File: src/rtl/cpu_control_unit_if.sv
// Control-unit bus: instruction fetch, data memory strobes, register-file/ALU controls and status.
interface cpu_control_unit_if #(
  parameter int PC_WIDTH    = 7,
  parameter int DADDR_WIDTH = 8
);
  logic                   run;
  logic [15:0]            instr_data;
  logic [PC_WIDTH-1:0]    pc_addr;
  logic [15:0]            ir_out;
  logic [DADDR_WIDTH-1:0] d_addr;
  logic                   d_rd;
  logic                   d_wr;
  logic [3:0]             rf_ra_addr;
  logic [3:0]             rf_rb_addr;
  logic [3:0]             rf_w_addr;
  logic                   rf_w_wr;
  logic                   rf_sel;
  logic [2:0]             alu_op;
  logic                   halted;
  logic                   illegal_op;
  logic [3:0]             state_dbg;

  modport master (
    input  run, instr_data,
    output pc_addr, ir_out, d_addr, d_rd, d_wr,
           rf_ra_addr, rf_rb_addr, rf_w_addr, rf_w_wr, rf_sel,
           alu_op, halted, illegal_op, state_dbg
  );

  modport slave (
    output run, instr_data,
    input  pc_addr, ir_out, d_addr, d_rd, d_wr,
           rf_ra_addr, rf_rb_addr, rf_w_addr, rf_w_wr, rf_sel,
           alu_op, halted, illegal_op, state_dbg
  );
endinterface

File: src/rtl/cpu_control_unit.sv
// Multi-cycle control FSM for the 16-bit datapath: fetch, decode and sequence RF/ALU/data memory.
// state   | meaning
// INIT    | one settle cycle with pc_addr = 0
// FETCH   | latch IR and bump PC when run is high
// DECODE  | select execute state from IR[15:12], flag illegal opcodes
// NOOP    | idle cycle, also taken after an illegal opcode
// LOAD_A  | data memory read of IR[7:0]
// LOAD_B  | write memory data into RF[IR[11:8]]
// STORE   | write RF[IR[11:8]] to data memory at IR[7:0]
// ADD/SUB | RF[IR[3:0]] <= RF[IR[11:8]] +/- RF[IR[7:4]]
// HALT    | parked until reset
module cpu_control_unit #(
  parameter int PC_WIDTH    = 7,
  parameter int DADDR_WIDTH = 8
) (
  input logic                clk,
  input logic                rst_n,
  cpu_control_unit_if.master bus
);

  typedef enum logic [3:0] {
    INIT   = 4'd0,
    FETCH  = 4'd1,
    DECODE = 4'd2,
    NOOP   = 4'd3,
    LOAD_A = 4'd4,
    LOAD_B = 4'd5,
    STORE  = 4'd6,
    ADD    = 4'd7,
    SUB    = 4'd8,
    HALT   = 4'd9
  } stateT;

  stateT                  state, nextState;
  logic [PC_WIDTH-1:0]    pc, pcNext;
  logic [15:0]            ir, irNext;
  logic                   illegalOp, illegalNext;
  logic [3:0]             opcode;

  logic [DADDR_WIDTH-1:0] dAddr;
  logic                   dRd, dWr;
  logic [3:0]             raAddr, rbAddr, wAddr;
  logic                   wWr, rfSel;
  logic [2:0]             aluOp;
  logic                   haltedNow;

  assign opcode = ir[15:12];

  always_ff @(posedge clk or negedge rst_n) begin
    if (!rst_n) begin
      state     <= INIT;
      pc        <= '0;
      ir        <= '0;
      illegalOp <= 1'b0;
    end else begin
      state     <= nextState;
      pc        <= pcNext;
      ir        <= irNext;
      illegalOp <= illegalNext;
    end
  end

  always_comb begin
    nextState   = state;
    pcNext      = pc;
    irNext      = ir;
    illegalNext = illegalOp;
    dAddr       = '0;
    dRd         = 1'b0;
    dWr         = 1'b0;
    raAddr      = '0;
    rbAddr      = '0;
    wAddr       = '0;
    wWr         = 1'b0;
    rfSel       = 1'b0;
    aluOp       = 3'b000;
    haltedNow   = 1'b0;

    unique case (state)
      INIT: nextState = FETCH;
      FETCH: begin
        if (bus.run) begin
          irNext    = bus.instr_data;
          pcNext    = pc + PC_WIDTH'(1);
          nextState = DECODE;
        end
      end
      DECODE: begin
        unique case (opcode)
          4'h0:    nextState = NOOP;
          4'h1:    nextState = STORE;
          4'h2:    nextState = LOAD_A;
          4'h3:    nextState = ADD;
          4'h4:    nextState = SUB;
          4'h5:    nextState = HALT;
          default: begin
            illegalNext = 1'b1;
            nextState   = NOOP;
          end
        endcase
      end
      NOOP: nextState = FETCH;
      LOAD_A: begin
        dAddr     = ir[DADDR_WIDTH-1:0];
        dRd       = 1'b1;
        nextState = LOAD_B;
      end
      LOAD_B: begin
        dAddr     = ir[DADDR_WIDTH-1:0];
        rfSel     = 1'b1;
        wAddr     = ir[11:8];
        wWr       = 1'b1;
        nextState = FETCH;
      end
      STORE: begin
        raAddr    = ir[11:8];
        dAddr     = ir[DADDR_WIDTH-1:0];
        dWr       = 1'b1;
        nextState = FETCH;
      end
      ADD, SUB: begin
        raAddr    = ir[11:8];
        rbAddr    = ir[7:4];
        wAddr     = ir[3:0];
        wWr       = 1'b1;
        aluOp     = (state == ADD) ? 3'b001 : 3'b010;
        nextState = FETCH;
      end
      HALT: haltedNow = 1'b1;
      default: nextState = INIT;
    endcase
  end

  assign bus.pc_addr    = pc;
  assign bus.ir_out     = ir;
  assign bus.d_addr     = dAddr;
  assign bus.d_rd       = dRd;
  assign bus.d_wr       = dWr;
  assign bus.rf_ra_addr = raAddr;
  assign bus.rf_rb_addr = rbAddr;
  assign bus.rf_w_addr  = wAddr;
  assign bus.rf_w_wr    = wWr;
  assign bus.rf_sel     = rfSel;
  assign bus.alu_op     = aluOp;
  assign bus.halted     = haltedNow;
  assign bus.illegal_op = illegalOp;
  assign bus.state_dbg  = state;

endmodule

File: src/flat_wrapper.sv
// flat-port wrapper written by rule: the top's interface ports become plain ports
module cpu_control_unit_flat 
#(
  parameter int PC_WIDTH    = 7,
  parameter int DADDR_WIDTH = 8
)
  (clk, rst_n, bus_run, bus_instr_data, bus_pc_addr, bus_ir_out, bus_d_addr, bus_d_rd, bus_d_wr, bus_rf_ra_addr, bus_rf_rb_addr, bus_rf_w_addr, bus_rf_w_wr, bus_rf_sel, bus_alu_op, bus_halted, bus_illegal_op, bus_state_dbg);
  cpu_control_unit_if #(.PC_WIDTH(PC_WIDTH), .DADDR_WIDTH(DADDR_WIDTH)) bus_i ();
  input logic clk;
  input logic rst_n;
  input wire logic [$bits(bus_i.run)-1:0] bus_run;
  input wire logic [$bits(bus_i.instr_data)-1:0] bus_instr_data;
  output wire logic [$bits(bus_i.pc_addr)-1:0] bus_pc_addr;
  output wire logic [$bits(bus_i.ir_out)-1:0] bus_ir_out;
  output wire logic [$bits(bus_i.d_addr)-1:0] bus_d_addr;
  output wire logic [$bits(bus_i.d_rd)-1:0] bus_d_rd;
  output wire logic [$bits(bus_i.d_wr)-1:0] bus_d_wr;
  output wire logic [$bits(bus_i.rf_ra_addr)-1:0] bus_rf_ra_addr;
  output wire logic [$bits(bus_i.rf_rb_addr)-1:0] bus_rf_rb_addr;
  output wire logic [$bits(bus_i.rf_w_addr)-1:0] bus_rf_w_addr;
  output wire logic [$bits(bus_i.rf_w_wr)-1:0] bus_rf_w_wr;
  output wire logic [$bits(bus_i.rf_sel)-1:0] bus_rf_sel;
  output wire logic [$bits(bus_i.alu_op)-1:0] bus_alu_op;
  output wire logic [$bits(bus_i.halted)-1:0] bus_halted;
  output wire logic [$bits(bus_i.illegal_op)-1:0] bus_illegal_op;
  output wire logic [$bits(bus_i.state_dbg)-1:0] bus_state_dbg;
  assign bus_i.run = bus_run;
  assign bus_i.instr_data = bus_instr_data;
  assign bus_pc_addr = bus_i.pc_addr;
  assign bus_ir_out = bus_i.ir_out;
  assign bus_d_addr = bus_i.d_addr;
  assign bus_d_rd = bus_i.d_rd;
  assign bus_d_wr = bus_i.d_wr;
  assign bus_rf_ra_addr = bus_i.rf_ra_addr;
  assign bus_rf_rb_addr = bus_i.rf_rb_addr;
  assign bus_rf_w_addr = bus_i.rf_w_addr;
  assign bus_rf_w_wr = bus_i.rf_w_wr;
  assign bus_rf_sel = bus_i.rf_sel;
  assign bus_alu_op = bus_i.alu_op;
  assign bus_halted = bus_i.halted;
  assign bus_illegal_op = bus_i.illegal_op;
  assign bus_state_dbg = bus_i.state_dbg;
  cpu_control_unit #(.PC_WIDTH(PC_WIDTH), .DADDR_WIDTH(DADDR_WIDTH)) u_core (.clk(clk), .rst_n(rst_n), .bus(bus_i));
endmodule
File: config.mk
export PLATFORM = sky130hd
export DESIGN_NAME = cpu_control_unit_flat
export DESIGN_NICKNAME = d
export VERILOG_FILES = /design/src/rtl/cpu_control_unit_if.sv /design/src/rtl/cpu_control_unit.sv /design/src/flat_wrapper.sv
export SDC_FILE = /design/constraint.sdc
export NUM_CORES = 1
export LEC_CHECK = 0
export CAP_MARGIN = 5
export CELL_PAD_IN_SITES_DETAIL_PLACEMENT = 2
export CELL_PAD_IN_SITES_GLOBAL_PLACEMENT = 2
export CORE_UTILIZATION = 24
export CTS_BUF_LIST = sky130_fd_sc_hd__clkbuf_16
export DETAILED_ROUTE_END_ITERATION = 16
export PLACE_DENSITY_LB_ADDON = 0.08
export SLEW_MARGIN = 20
export SYNTH_ARGS = -nofsm -noshare
export SYNTH_HDL_FRONTEND = slang
export SYNTH_SLANG_ARGS = --single-unit
File: constraint.sdc
create_clock -name clk -period 3.5 [get_ports clk]
set_input_delay 0.7 -clock clk [delete_from_list [all_inputs] [get_ports clk]]
set_output_delay 0.7 -clock clk [all_outputs]
set_load 0.01 [all_outputs]
==> results of run 1 <==
[logic make-up after synthesis]
family | after synthesis | share of synthesized area, %
buf+inv | 6 | 2.20
mux | 17 | 13.5
simple gates | 48 | 21.1
fa+ha+maj | 1 | 0.879
flops | 28 | 49.3
xor+xnor | 7 | 4.31
other cells | 1 | 0.264
compound gates | 16 | 8.53
[cells in the mapped netlist, types with 3 or more instances]
master / n / area share (%)
a22o_1: 4 / 2.5
xnor2_1: 3 / 1.8
nand2b_1: 4 / 1.8
and2_2: 4 / 2.1
nor2_1: 7 / 1.8
and2_1: 12 / 5.3
xor2_1: 4 / 2.5
nand2_1: 4 / 1.1
dfrtp_1: 28 / 49
nor3_1: 3 / 1.1
mux2_2: 17 / 13
o21bai_1: 3 / 1.6
a21oi_1: 3 / 1.1
inv_1: 3 / 0.79
[where the power goes]
group / leakage, nW / internal, mW / switching (mW)
clock: 0.0370 / 0.152 / 0.106
combinational: 0.576 / 0.501 / 0.311
sequential: 0.337 / 0.472 / 0.198
total: 0.949 / 1.12 / 0.616
[layer usage]
metal	global-route usage (%)	routed length (um)	up-vias
li1	-	-	586
met3	5.06	333	2
met4	2.73	23	0
met2	29.0	2360	47
met5	0	0	-
met1	17.8	1870	636
[flip-flops by register name, summed over array words and instances (netlist names)]
name and count:
u_core.bus.illegal_op 1, u_core.bus.state_dbg 4, u_core.bus.ir_out 16, u_core.bus.pc_addr 7
[area by class of cell]
cell class                      instances  area [um^2]  share of cell area, %
Multi-Input combinational cell         90          691                   29.8
Tap cell                               72         90.1                   3.88
Clock buffer                            3         75.1                   3.23
Inverter                                3         11.3                  0.485
Timing Repair Buffer                   76          753                   32.5
Sequential cell                        28          701                   30.2
[worst paths after layout]
path / slack (ps) / depth (start not counted) / to / start
max reg2reg: 1800 / 3 / u_core.bus.ir_out[0] / u_core.bus.state_dbg[1]
max in group asynchronous: 2400 / 2 / u_core.bus.ir_out[1] / rst_n
min reg2reg: 470 / 1 / u_core.bus.pc_addr[6] / u_core.bus.pc_addr[6]
min: 470 / 1 / u_core.bus.pc_addr[6] / u_core.bus.pc_addr[6]
max: 510 / 5 / bus_rf_rb_addr[0] / u_core.bus.state_dbg[2]
min in group asynchronous: 830 / 2 / u_core.bus.state_dbg[0] / rst_n
[worst max-delay path, delay by kind of cell, from the launching register on]
family / cells / cell delay (ps)
buffers and inverters: 2 / 720
DFF: 1 / 480
AOI/OAI and AO/OA: 1 / 180
and+or+nand+nor: 2 / 650
[metrics by stage]
| stage | setup slack [ps] | hold slack, ps |
|---|---|---|
| floorplan | 1140 | 404 |
| global placement | 851 | 465 |
| detailed placement | 770 | 456 |
| CTS | 481 | 479 |
| global route | 331 | 511 |
| finish | 511 | 473 |
[placed cells by master (no fill, tap or decap), types with 2 or more instances in the layout]
cell type / synthesis / routed
and2_2: 4 / 4
a22o_1: 4 / 4
inv_1: 3 / 3
nor3_1: 3 / 3
o21bai_1: 3 / 3
nand4_1: 2 / 2
and2_1: 12 / 12
buf_4: 2 / 3
a21oi_1: 3 / 3
clkdlybuf4s50_1: 0 / 73
dfrtp_1: 28 / 28
nand2_1: 4 / 4
clkbuf_16: 0 / 3
xnor2_1: 3 / 3
nor2_1: 7 / 7
nand2b_1: 4 / 4
xor2_1: 4 / 4
mux2_2: 17 / 17
==> metrics.cfg, run 1 <==
[sta]
min_period_ps = 2990
hold_viol_final = 0
fin_skew_ps = 1.79
tns_ps = 0
worst_pin_slew_ps = 499
timing.final.crit_share_pct = 85.4
final-max-slew-violation-count = 0
rsz0062_at_grt = false
fmax_ghz = 0.335
max_slew_margin_pct = 66.7
setup_viol = 0

[routing]
routed_wl_mm = 4.59
vias_per_cell = 4.67
drcViolationCount = 0
firstDrtPassIters = 3
routedWlPerCell_um = 16.9
drt_iter0_markers = 52
vias = 1271
ant_nets = 0

[place]
place_congestion = 0.721
place_area_mm2 = 0.00225
port_buffers = 73
place_hpwl_mm = 3.48
dp_cells = 269

[cts]
clk_latency_ps = 260
cts.htree.levels = 1
ctsResizeCount = 0
ctsRootBufferMaster = clkbuf_16
cts_sinks = 28
clkTransAtPathRegs_ps = 70
cts_tree = done
cts_made_buffers = 3
cts_hold_buffers = 0
cts_buffer_depth = 2
cts_setup_buffers = 0

[status]
outcome = completed

[run]
max_cap_viol_count = 0

[global_routing]
grt_pass1_vias = 1451
grt.overflow.total = 0
antenna_found_initial = 0
grt_max_degree = 29
grt.total_usage_pct = 15.7
grt_pass1_wl_mm = 7.42

[synthesis]
synthFlopType = dfrtp_1
synth_edf_count = 0
synth_seq_cells = 28
synth.avg_cell_area_um2 = 11.5
yosysSeqAreaShare_pct = 49.3
synth_nets = 144
synth_cell_types = 37
synthArstFlopShare_pct = 100
netlist_area_mm2 = 0.00142
synth_cells = 124
yosys_warnings = 0

[worst_setup_path]
end_kind = output pin
crit_chain = nor4b_1 -> o21bai_1 -> buf_4 -> and2_2 -> clkdlybuf4s50_1
worstPathArrival_ps = 2290
crit_fanout = 9
crit_path_start_kind = register
cp.required_ps = 2800
crit_type = register to output pin
cpMaxStageDelayCell = clkdlybuf4s50_1
slowest_delay_ps = 540

[pwr]
p_per_area_mw_per_mm2 = 750
max-vdd-ir-drop_uv = 289
leakagePower_nw = 0.949
total_power_mw = 1.74

[final_layout]
drive_gt1_share_pct = 17.5
area_growth_pct = 63.1
final_util_pct = 41.4
final_area_mm2 = 0.00232
final_nets = 222
n_fill_cell = 606
layout.cells.non_filler = 272
diodes = 0

[floorplan]
num_rows = 27
dieArea_mm2 = 0.00624
initial_utilization_pct = 25.4
core_region_area_mm2 = 0.00561
design.portCount = 75
die_y_um = 79.0
fp.dieW_um = 79.0

[worst_hold_path]
hp-class = register to register

No activity file was read; power rests on OpenSTA's default activity.
==> run 2: changes to the inputs <==
--- a/config.mk
+++ b/config.mk
@@ -8,7 +8,7 @@
 export CAP_MARGIN = 5
 export CELL_PAD_IN_SITES_DETAIL_PLACEMENT = 2
 export CELL_PAD_IN_SITES_GLOBAL_PLACEMENT = 2
-export CORE_UTILIZATION = 24
+export CORE_UTILIZATION = 23
 export CTS_BUF_LIST = sky130_fd_sc_hd__clkbuf_16
 export DETAILED_ROUTE_END_ITERATION = 16
 export PLACE_DENSITY_LB_ADDON = 0.08
==> constraint.sdc (replaced) <==
create_clock -name clk -period 3.1 [get_ports clk]
set_input_delay 0.62 -clock clk [delete_from_list [all_inputs] [get_ports clk]]
set_output_delay 0.62 -clock clk [all_outputs]
set_load 0.01 [all_outputs]
==> metrics.cfg, run 2 (same netlist as run 1, synthesis figures left out) <==
[final_layout]
final_nets = 223
largest_reg_flops = 16
area_growth_pct = 64.5
final_common_cell = clkdlybuf4s50_1
n_fill_cell = 644
drive_gt1_share_pct = 18.3
diodes = 0
mostFrequentLayoutCells = 73 x clkdlybuf4s50_1, 28 x dfrtp_1, 17 x mux2_2

[worst_setup_path]
cp.required_ps = 2480
crit_path_start_kind = register
crit_start = u_core.bus.state_dbg[3]
r2r_setup_slack_ps = 1330
worstPathArrival_ps = 2260
crit_type = register to output pin
r2r_cells = 4
endpoint = bus_d_addr[5]
end_kind = output pin
r2r_end = u_core.bus.ir_out[3]
rr_startpoint = u_core.bus.state_dbg[1]
crit_fanout = 9

[status]
outcome = completed

[cts]
cts_hold_buffers = 0
cts_sinks = 28
clkTransAtPathRegs_ps = 70
clk_latency_ps = 260
ctsRootBufferMaster = clkbuf_16
cts_made_buffers = 3
cts_tree = done
cts_buffer_depth = 2
cts.htree.levels = 1
cts_setup_buffers = 0

[routing]
firstDrtPassIters = 4
drcViolationCount = 0
routed_wl_mm = 4.54
vias_per_cell = 4.57
routedWlPerCell_um = 16.4
drt_iter0_markers = 32
ant_nets = 0
vias = 1265

[sta]
tns_ps = 0
layout_setup_ws_ps = 221
final-max-slew-violation-count = 0
max_slew_margin_pct = 64.2
setup_viol = 0
hold_viol_final = 0
timing.final.crit_share_pct = 92.9
rsz0062_at_grt = false
fin_skew_ps = 3.95
worst_pin_slew_ps = 538
min_period_ps = 2880
fmax_ghz = 0.347
holdWs_ps = 470

[global_routing]
grt_max_degree = 29
grt.overflow.total = 0
antenna_found_initial = 0
grt_pass1_vias = 1412
grt_pass1_wl_mm = 7.40
grt.total_usage_pct = 15.1

[place]
dp_slack_ps = 387
place_congestion = 0.750
place_hpwl_mm = 3.43
port_buffers = 73

[floorplan]
design.portCount = 75
initial_utilization_pct = 23.9
die_y_um = 80.6
fp.dieW_um = 80.6
num_rows = 28
dieArea_mm2 = 0.00650
core_region_area_mm2 = 0.00596

[pwr]
p_per_area_mw_per_mm2 = 848
leakagePower_nw = 0.960
max-vdd-ir-drop_uv = 380

[run]
max_cap_viol_count = 0

[worst_hold_path]
hp-class = register to register

run 2: changes by cell type in the layout (fill, tap and decap cells not counted), sizes merged:
| cell | delta |
|---|---|
| buf | +1 |
| clkinv | +1 |
run 2: stage by stage:
step / area [um^2] / total power, mW / instances / utilization [%]
global route: 2340 / 2.14 / 277 / 39.3
detailed placement: 2260 / 1.71 / 273 / 37.9
global placement: 2260 / 1.68 / 273 / 37.9
floorplan: 1420 / 1.16 / 124 / -
finish: 2340 / 1.99 / 277 / 39.3
CTS: 2340 / 2.02 / 277 / 39.2
run 2: cell type report:
cell class / instances / area, um^2 / area share, %
sequential: 28 / 701 / 29.9
clock inverter: 1 / 3.75 / 0.160
inverter: 3 / 11.3 / 0.481
timing repair buffer: 77 / 761 / 32.5
clock buffer: 3 / 75.1 / 3.21
multi-input combinational: 90 / 694 / 29.7
tap: 75 / 93.8 / 4.01
run 2: worst min-delay path by stage:
stage	startpoint	to	slack [ps]	depth (start not counted)
floorplan	rst_n	u_core.bus.illegal_op	320	0
global placement	u_core.bus.pc_addr[6]	u_core.bus.pc_addr[6]	460	1
detailed placement	u_core.bus.pc_addr[6]	u_core.bus.pc_addr[6]	470	1
CTS	u_core.bus.pc_addr[6]	u_core.bus.pc_addr[6]	480	1
global route	u_core.bus.pc_addr[6]	u_core.bus.pc_addr[6]	510	1
finish	u_core.bus.pc_addr[6]	u_core.bus.pc_addr[6]	470	1
run 2: worst max-delay path, cell delays in order (launching register included):
cell and delay (ps):
dfrtp_1 460, nand2b_1 290, a21oi_1 480, and2_1 210, clkdlybuf4s50_1 550
run 2: per-layer routing:
layer	global-route usage (%)	routed length [um]	vias up
met1	18.7	1920	634
met3	5.23	340	2
met5	0	0	-
met2	24.9	2250	42
li1	-	-	587
met4	3.21	25	0
run 2: timing repair:
item / 4_1_cts / 5_1_grt
endpoints found under the setup margin: 0 / 9
endpoints found under the hold margin: 0 / 0
resized for setup: 0 / 1
run 2: power by group:
part / internal [mW] / total (mW) / switching [mW] / leakage [nW]
combinational: 0.578 / 0.955 / 0.377 / 0.585
sequential: 0.534 / 0.737 / 0.203 / 0.337
clock: 0.173 / 0.293 / 0.121 / 0.0385
==> run 3: changes to the inputs <==
--- a/config.mk
+++ b/config.mk
@@ -11,6 +11,7 @@
 export CORE_UTILIZATION = 23
 export CTS_BUF_LIST = sky130_fd_sc_hd__clkbuf_16
 export DETAILED_ROUTE_END_ITERATION = 16
+export HOLD_SLACK_MARGIN = 0.03
 export PLACE_DENSITY_LB_ADDON = 0.08
 export SLEW_MARGIN = 20
 export SYNTH_ARGS = -nofsm -noshare
==> results of run 3 <==
No change in the layout: final DEF, timing and power equal those of run 2.
